==> config.mk <==
export PLATFORM = sky130hd
export DESIGN_NAME = fetch_unit_flat
export DESIGN_NICKNAME = d
export VERILOG_FILES = /design/src/rtl/fetch_unit_if.sv /design/src/rtl/fetch_unit.sv /design/src/flat_wrapper.sv
export SDC_FILE = /design/constraint.sdc
export NUM_CORES = 1
export LEC_CHECK = 0
export ABC_AREA = 1
export BUFFER_PORTS_ARGS = -buffer_cell sky130_fd_sc_hd__buf_2
export CAP_MARGIN = 20
export CORE_UTILIZATION = 40
export CTS_BUF_LIST = sky130_fd_sc_hd__clkbuf_8 sky130_fd_sc_hd__clkbuf_16
export CTS_CLUSTER_SIZE = 28
export DETAILED_ROUTE_END_ITERATION = 12
export GPL_TIMING_DRIVEN = 0
export HOLD_SLACK_MARGIN = 0.05
export PLACE_DENSITY = 0.71
export SETUP_SLACK_MARGIN = 0.2
export SYNTH_ARGS = -nofsm -noshare
export SYNTH_HDL_FRONTEND = slang
export SYNTH_SLANG_ARGS = --single-unit
==> constraint.sdc <==
create_clock -name clk -period 1.15 [get_ports clk]
set_input_delay 0.115 -clock clk [delete_from_list [all_inputs] [get_ports clk]]
set_output_delay 0.115 -clock clk [all_outputs]
set_load 0.02 [all_outputs]
==> src/rtl/fetch_unit_if.sv <==
`default_nettype none
// ============================================================================
// Module   : fetch_unit_if
// Purpose  : Instruction-memory request/acknowledge bus between the fetch
//            unit (master) and the instruction memory (slave).
// Revision : 1.0  initial release
// ============================================================================
interface fetch_unit_if #(
    parameter int ADDR_W  = 8,
    parameter int INSTR_W = 15
);
    logic               im_req;
    logic [ADDR_W-1:0]  im_addr;
    logic               im_ack;
    logic [INSTR_W-1:0] im_data;

    modport master (
        output im_req,
        output im_addr,
        input  im_ack,
        input  im_data
    );

    modport slave (
        input  im_req,
        input  im_addr,
        output im_ack,
        output im_data
    );
endinterface
`default_nettype wire

==> src/rtl/fetch_unit.sv <==
`default_nettype none
// ============================================================================
// Module   : fetch_unit
// Purpose  : Instruction fetch stage. Holds the program counter, fetches
//            opcode/k8 words over a req/ack bus into an instruction register
//            and issues a one-cycle instr_valid execute strobe.
// Revision : 1.0  initial release
// ============================================================================
module fetch_unit #(
    parameter int ADDR_W  = 8,
    parameter int INSTR_W = 15
) (
    input  wire logic              clk,
    input  wire logic              rst_n,
    input  wire logic              run,
    fetch_unit_if.master           im,
    input  wire logic              jmp_en,
    input  wire logic [ADDR_W-1:0] jmp_addr,
    output logic      [6:0]        opcode,
    output logic      [7:0]        k8,
    output logic                   instr_valid,
    output logic      [ADDR_W-1:0] pc,
    output logic      [15:0]       retired
);

    localparam logic [1:0] C_ST_IDLE = 2'd0;
    localparam logic [1:0] C_ST_REQ  = 2'd1;
    localparam logic [1:0] C_ST_EXEC = 2'd2;

    // Undecoded opcode: the decoder drives no register loads for it.
    localparam logic [6:0] C_OPCODE_RST = 7'h7F;

    logic [1:0]        state_q, state_d;
    logic [ADDR_W-1:0] pc_q, pc_d;
    logic              im_req_q, im_req_d;
    logic              instr_valid_q, instr_valid_d;
    logic [15:0]       retired_q, retired_d;
    logic [6:0]        opcode_q, opcode_d;
    logic [7:0]        k8_q, k8_d;

    // State and output registers; reset has priority over everything.
    always_ff @(posedge clk) begin
        if (!rst_n) begin
            state_q       <= C_ST_IDLE;
            pc_q          <= '0;
            im_req_q      <= 1'b0;
            instr_valid_q <= 1'b0;
            retired_q     <= 16'd0;
            opcode_q      <= C_OPCODE_RST;
            k8_q          <= 8'd0;
        end else begin
            state_q       <= state_d;
            pc_q          <= pc_d;
            im_req_q      <= im_req_d;
            instr_valid_q <= instr_valid_d;
            retired_q     <= retired_d;
            opcode_q      <= opcode_d;
            k8_q          <= k8_d;
        end
    end

    // Next-state: an outstanding fetch always completes; run only gates new ones.
    always_comb begin
        state_d = state_q;
        case (state_q)
            C_ST_IDLE: if (run)       state_d = C_ST_REQ;
            C_ST_REQ:  if (im.im_ack) state_d = C_ST_EXEC;
            C_ST_EXEC: state_d = run ? C_ST_REQ : C_ST_IDLE;
            default:   state_d = C_ST_IDLE;
        endcase
    end

    // Output/datapath updates; req and valid are registered from the next state.
    always_comb begin
        pc_d          = pc_q;
        retired_d     = retired_q;
        opcode_d      = opcode_q;
        k8_d          = k8_q;
        im_req_d      = (state_d == C_ST_REQ);
        instr_valid_d = (state_d == C_ST_EXEC);
        // Acks seen outside REQ are spurious and must not touch the IR.
        if ((state_q == C_ST_REQ) && im.im_ack) begin
            opcode_d = im.im_data[INSTR_W-1 -: 7];
            k8_d     = im.im_data[7:0];
        end
        // Jumps are honoured only in the execute cycle.
        if (state_q == C_ST_EXEC) begin
            retired_d = retired_q + 16'd1;
            pc_d      = jmp_en ? jmp_addr : pc_q + ADDR_W'(1);
        end
    end

    // The address bus is the PC itself, so it is stable for the whole request.
    assign im.im_req   = im_req_q;
    assign im.im_addr  = pc_q;
    assign opcode      = opcode_q;
    assign k8          = k8_q;
    assign instr_valid = instr_valid_q;
    assign pc          = pc_q;
    assign retired     = retired_q;

endmodule
`default_nettype wire

==> src/flat_wrapper.sv <==
// flat-port wrapper written by rule: the top's interface ports become plain ports
module fetch_unit_flat 
#(
    parameter int ADDR_W  = 8,
    parameter int INSTR_W = 15
)
  (clk, rst_n, run, jmp_en, jmp_addr, opcode, k8, instr_valid, pc, retired, im_im_req, im_im_addr, im_im_ack, im_im_data);
  fetch_unit_if #(.ADDR_W(ADDR_W), .INSTR_W(INSTR_W)) im_i ();
  input  wire logic clk;
  input  wire logic rst_n;
  input  wire logic run;
  input  wire logic jmp_en;
  input  wire logic [ADDR_W-1:0] jmp_addr;
  output logic      [6:0] opcode;
  output logic      [7:0] k8;
  output logic instr_valid;
  output logic      [ADDR_W-1:0] pc;
  output logic      [15:0] retired;
  output wire logic [$bits(im_i.im_req)-1:0] im_im_req;
  output wire logic [$bits(im_i.im_addr)-1:0] im_im_addr;
  input wire logic [$bits(im_i.im_ack)-1:0] im_im_ack;
  input wire logic [$bits(im_i.im_data)-1:0] im_im_data;
  assign im_im_req = im_i.im_req;
  assign im_im_addr = im_i.im_addr;
  assign im_i.im_ack = im_im_ack;
  assign im_i.im_data = im_im_data;
  fetch_unit #(.ADDR_W(ADDR_W), .INSTR_W(INSTR_W)) u_core (.clk(clk), .rst_n(rst_n), .run(run), .im(im_i), .jmp_en(jmp_en), .jmp_addr(jmp_addr), .opcode(opcode), .k8(k8), .instr_valid(instr_valid), .pc(pc), .retired(retired));
endmodule
==> summary.md <==
| Metric | Value |
|---|---|
| Crit path buffers/inverters | 1 |
| DRT Pass-1 Iters | 4 |
| Gr ovfl total | 0 |
| Ys flop type | dfxtp_1 |
| Power, Total | 3.18 mW |
| Critical Path Source Type | flop |
| Clk slew on worst S/H paths | approximately 90 ps |
| Pwr/cell area | around 900 nW/µm² |
| Critical Path, Cell by Cell | ha_4, inv_4, nor2_4, nand3_4, nor2_4, nand3_1, nand2_1, nor2_1 |
| CTS tree | built |
| Clock sink count | 43 |
| Psw | 0.847 mW |
| Critical path data required time | 1350 ps |
| Routed length per instance | 13.8 µm |
| Routed WL | 6.22 mm |
| Flops & latches, synth | 43 |
| Place WS | -158 ps |
| Largest net degree at the start of global routing | 14 |
| Final period util | 109% |
| Setup Viol. Count Final | 29 |
| Top cell type's share of synthesized area | 44.4% |
| Crit path kind | reg2reg |
| Die H | 71.7 µm |
| Outcome | finished, violations left |
| Clk buf depth | 2 |
| I/O pin cnt | a little under 80 |
| Reg power frac | 49.2% |
| CP max FO | 5 |
| Area delta synth->final | 81.5% |
| Post-DRT Antenna Nets | 0 |
| Flop2flop setup slack | -100 ps |
| Lkg Pwr | 1.63 nW |
| Mean area per synthesized cell | 7.35 µm² |
| H-Tree Depth | 2 |
| Sequential share of the synthesized area | ~44% |
| Synth cell types | 30 |
| CP endpoint kind | flop |
| Critical path's most frequent cell | nor2_4 |
| Port Buf Inserts | 75 |
| Final Wtd Congestion | 0.824 |
| Total CTS buffers | 5 |
| VDD IR max | 0.000866 V |
| Tot GR Track Use | between 20% and 30% |
| Hold WS | 82.4 ps |
| CTS Root Cell | clkbuf_8 |
| Max Freq | 0.801 GHz |
| HP Class | in2reg |
| Sw Share | between 20% and 30% |
| FILL cells | 298 |
| Clock Latency Late Sink | 290 ps |
| Final worst slack | -99.2 ps |
| Period minus WS final | approximately 1200 ps |
| Async set-reset flop share out of synthesis | 0% |
| Vias in the first global route | 1996 |
| Failing checks | negative setup slack |
| DRC | 0 |
| Rel. slew slack | 63.8% |
| Via count | 2273 |
| Syn Nets | 294 |
| Die area | 5130 µm² |
| Crit path max-delay family | simple AND/OR/NAND/NOR gates |
| Worst-Margin Slew | between 500 and 600 ps |
| First-pass GRT wire length | 8.85 mm |
| Pins over their slew limit | 0 |
| Most frequent cells in the layout | nand2_1, buf_6, buf_2 |
| RSZ-0062 raised after global routing | true |
| Final-report hold violation count | 0 |
| Initial Util | 43.1% |
| EDFF count, synth | 0 |
| Maxcap violations | 0 |
| Synth area leaders | dfxtp_1, nand2_1, nor2_1 |
| Comb pwr share | between 15 and 20% |
| Layout Nets | 429 |
| ANT cells | 0 |
| Vias/cell | between 5 and 6 |
| Die width | 71.7 µm |
| Initial detailed-routing violation count | 80 |
| Max incr delay on CP | 390 ps |
| Post-DP HPWL | 3.24 mm |
| Arrival @ worst endpoint | between 1000 and 1500 ps |
| Number of synthesis warnings | 0 |
| Internal | 2.33 mW |
| Post-layout util | 78.2% |
| Most common cell after layout, fill and taps aside | nand2_1 |
| Post-synth top area cell | dfxtp_1 |
| Proportion of layout cells with a drive suffix above 1 | 56.0% |
| Clock share of power | approximately a third |
| Initial antenna violation count | 0 |
| FP Rows | 24 |
| Slowest-stage cell, CP | dfxtp_4 |
| Clk_skew | 11.5 ps |
| Post-synthesis cell area | 1940 µm² |
| Std-Cell Core Area | roughly 4500 µm² |
| Syn Inst Count | roughly 260 |
-- routing by layer --
metal / GRT usage [%] / share of wire [%] / vias to the layer above / wire length [µm]
met3: 5.63 / 4.1 / 10 / 254
met2: 39.7 / 54 / 67 / 3350
met1: 25.7 / 41 / 1079 / 2530
met5: 0 / 0 / - / 0
li1: - / - / 1117 / -
met4: 6.10 / 1.5 / 0 / 91
-- path summary, 6_finish.rpt --
path                                                startpoint                               to  depth (start not counted)
worst max-delay path            u_core.retired[1]$_SDFFE_PN0N_  u_core.retired[12]$_SDFFE_PN0N_                          8
worst min-delay path                                       run     u_core.state_q[0]$_SDFF_PN0_                          2
worst max register to register  u_core.retired[1]$_SDFFE_PN0N_  u_core.retired[12]$_SDFFE_PN0N_                          8
worst min register to register   u_core.opcode[0]$_SDFFE_PN1P_    u_core.opcode[0]$_SDFFE_PN1P_                          2
-- timing repair --
item,4_1_cts,5_1_grt
setup buffers,22,13
endpoints found under the setup margin,62,73
pin swaps,11,15
hold buffers,15,0
cloned,2,1
endpoints found under the hold margin,15,0
resized for setup,72,81
-- cell usage after synthesis (2+ instances only) --
library cell  instances
ha_1                  2
nand2_1              54
o21ai_0              23
o211a_1               2
a21oi_1              15
inv_1                23
dfxtp_1              43
nor2_4                2
buf_4                 8
nor3_1                3
or2_2                 2
nand3_2               2
nand3_1              17
nor3_4                2
buf_2                 4
inv_2                 2
clkbuf_1              4
nor2_1               44
-- layout make-up --
cell class                 count  area (µm²)  share of cell area, %
timing repair buffer         128        1010                   28.7
buffer                        16         145                   4.12
sequential                    43         930                   26.4
tap                           52        65.1                   1.85
inverter                      26         115                   3.27
clock buffer                   6        93.8                   2.66
clock inverter                 2        7.51                  0.213
multi-input combinational    179        1150                   32.8
-- through the flow --
stage | area, µm² | instances | setup TNS, ps
2_1_floorplan | 2080 | 264 | -93.8
3_3_place_gp | 2520 | 391 | -1670
3_5_place_dp | 2520 | 391 | -1850
4_1_cts | 3160 | 438 | -1190
5_1_grt | 3520 | 452 | -4360
6_report | 3520 | 452 | -1830
-- power by group through the flow --
| stage | combinational (mW) | clock [mW] | sequential [mW] |
|---|---|---|---|
| 2_1_floorplan | 0.165 | 0 | 1.66 |
| 3_3_place_gp | 0.351 | 0 | 1.60 |
| 3_5_place_dp | 0.355 | 0 | 1.60 |
| 4_1_cts | 0.470 | 1.08 | 1.56 |
| 5_1_grt | 0.593 | 1.14 | 1.57 |
| 6_report | 0.554 | 1.06 | 1.56 |
-- worst register-to-register path: cells and delay by family (launching register included) --
kind	cells	cell delay (ps)
adders and majority gates	1	140
buffers and inverters	1	30
DFF	1	390
and+or+nand+nor	6	590
-- registers in the layout (all words and copies together), names as in the netlist --
signal              cells
u_core.im.im_addr       8
u_core.im.im_req        1
u_core.opcode           7
u_core.k8               8
u_core.retired         16
u_core.state_q          2
u_core.instr_valid      1
-- kinds of logic (layout without fill, tap and decap cells) --
kind of cell | Yosys count | after routing | synth area share (%)
and+or+nand+nor | 132 | 132 | 31.8
AOI/OAI and AO/OA | 45 | 45 | 12.6
buffers and inverters | 42 | 178 | 9.93
adders and majority gates | 2 | 2 | 1.29
DFF | 43 | 43 | 44.4
Power figures use the tool's default switching activity.
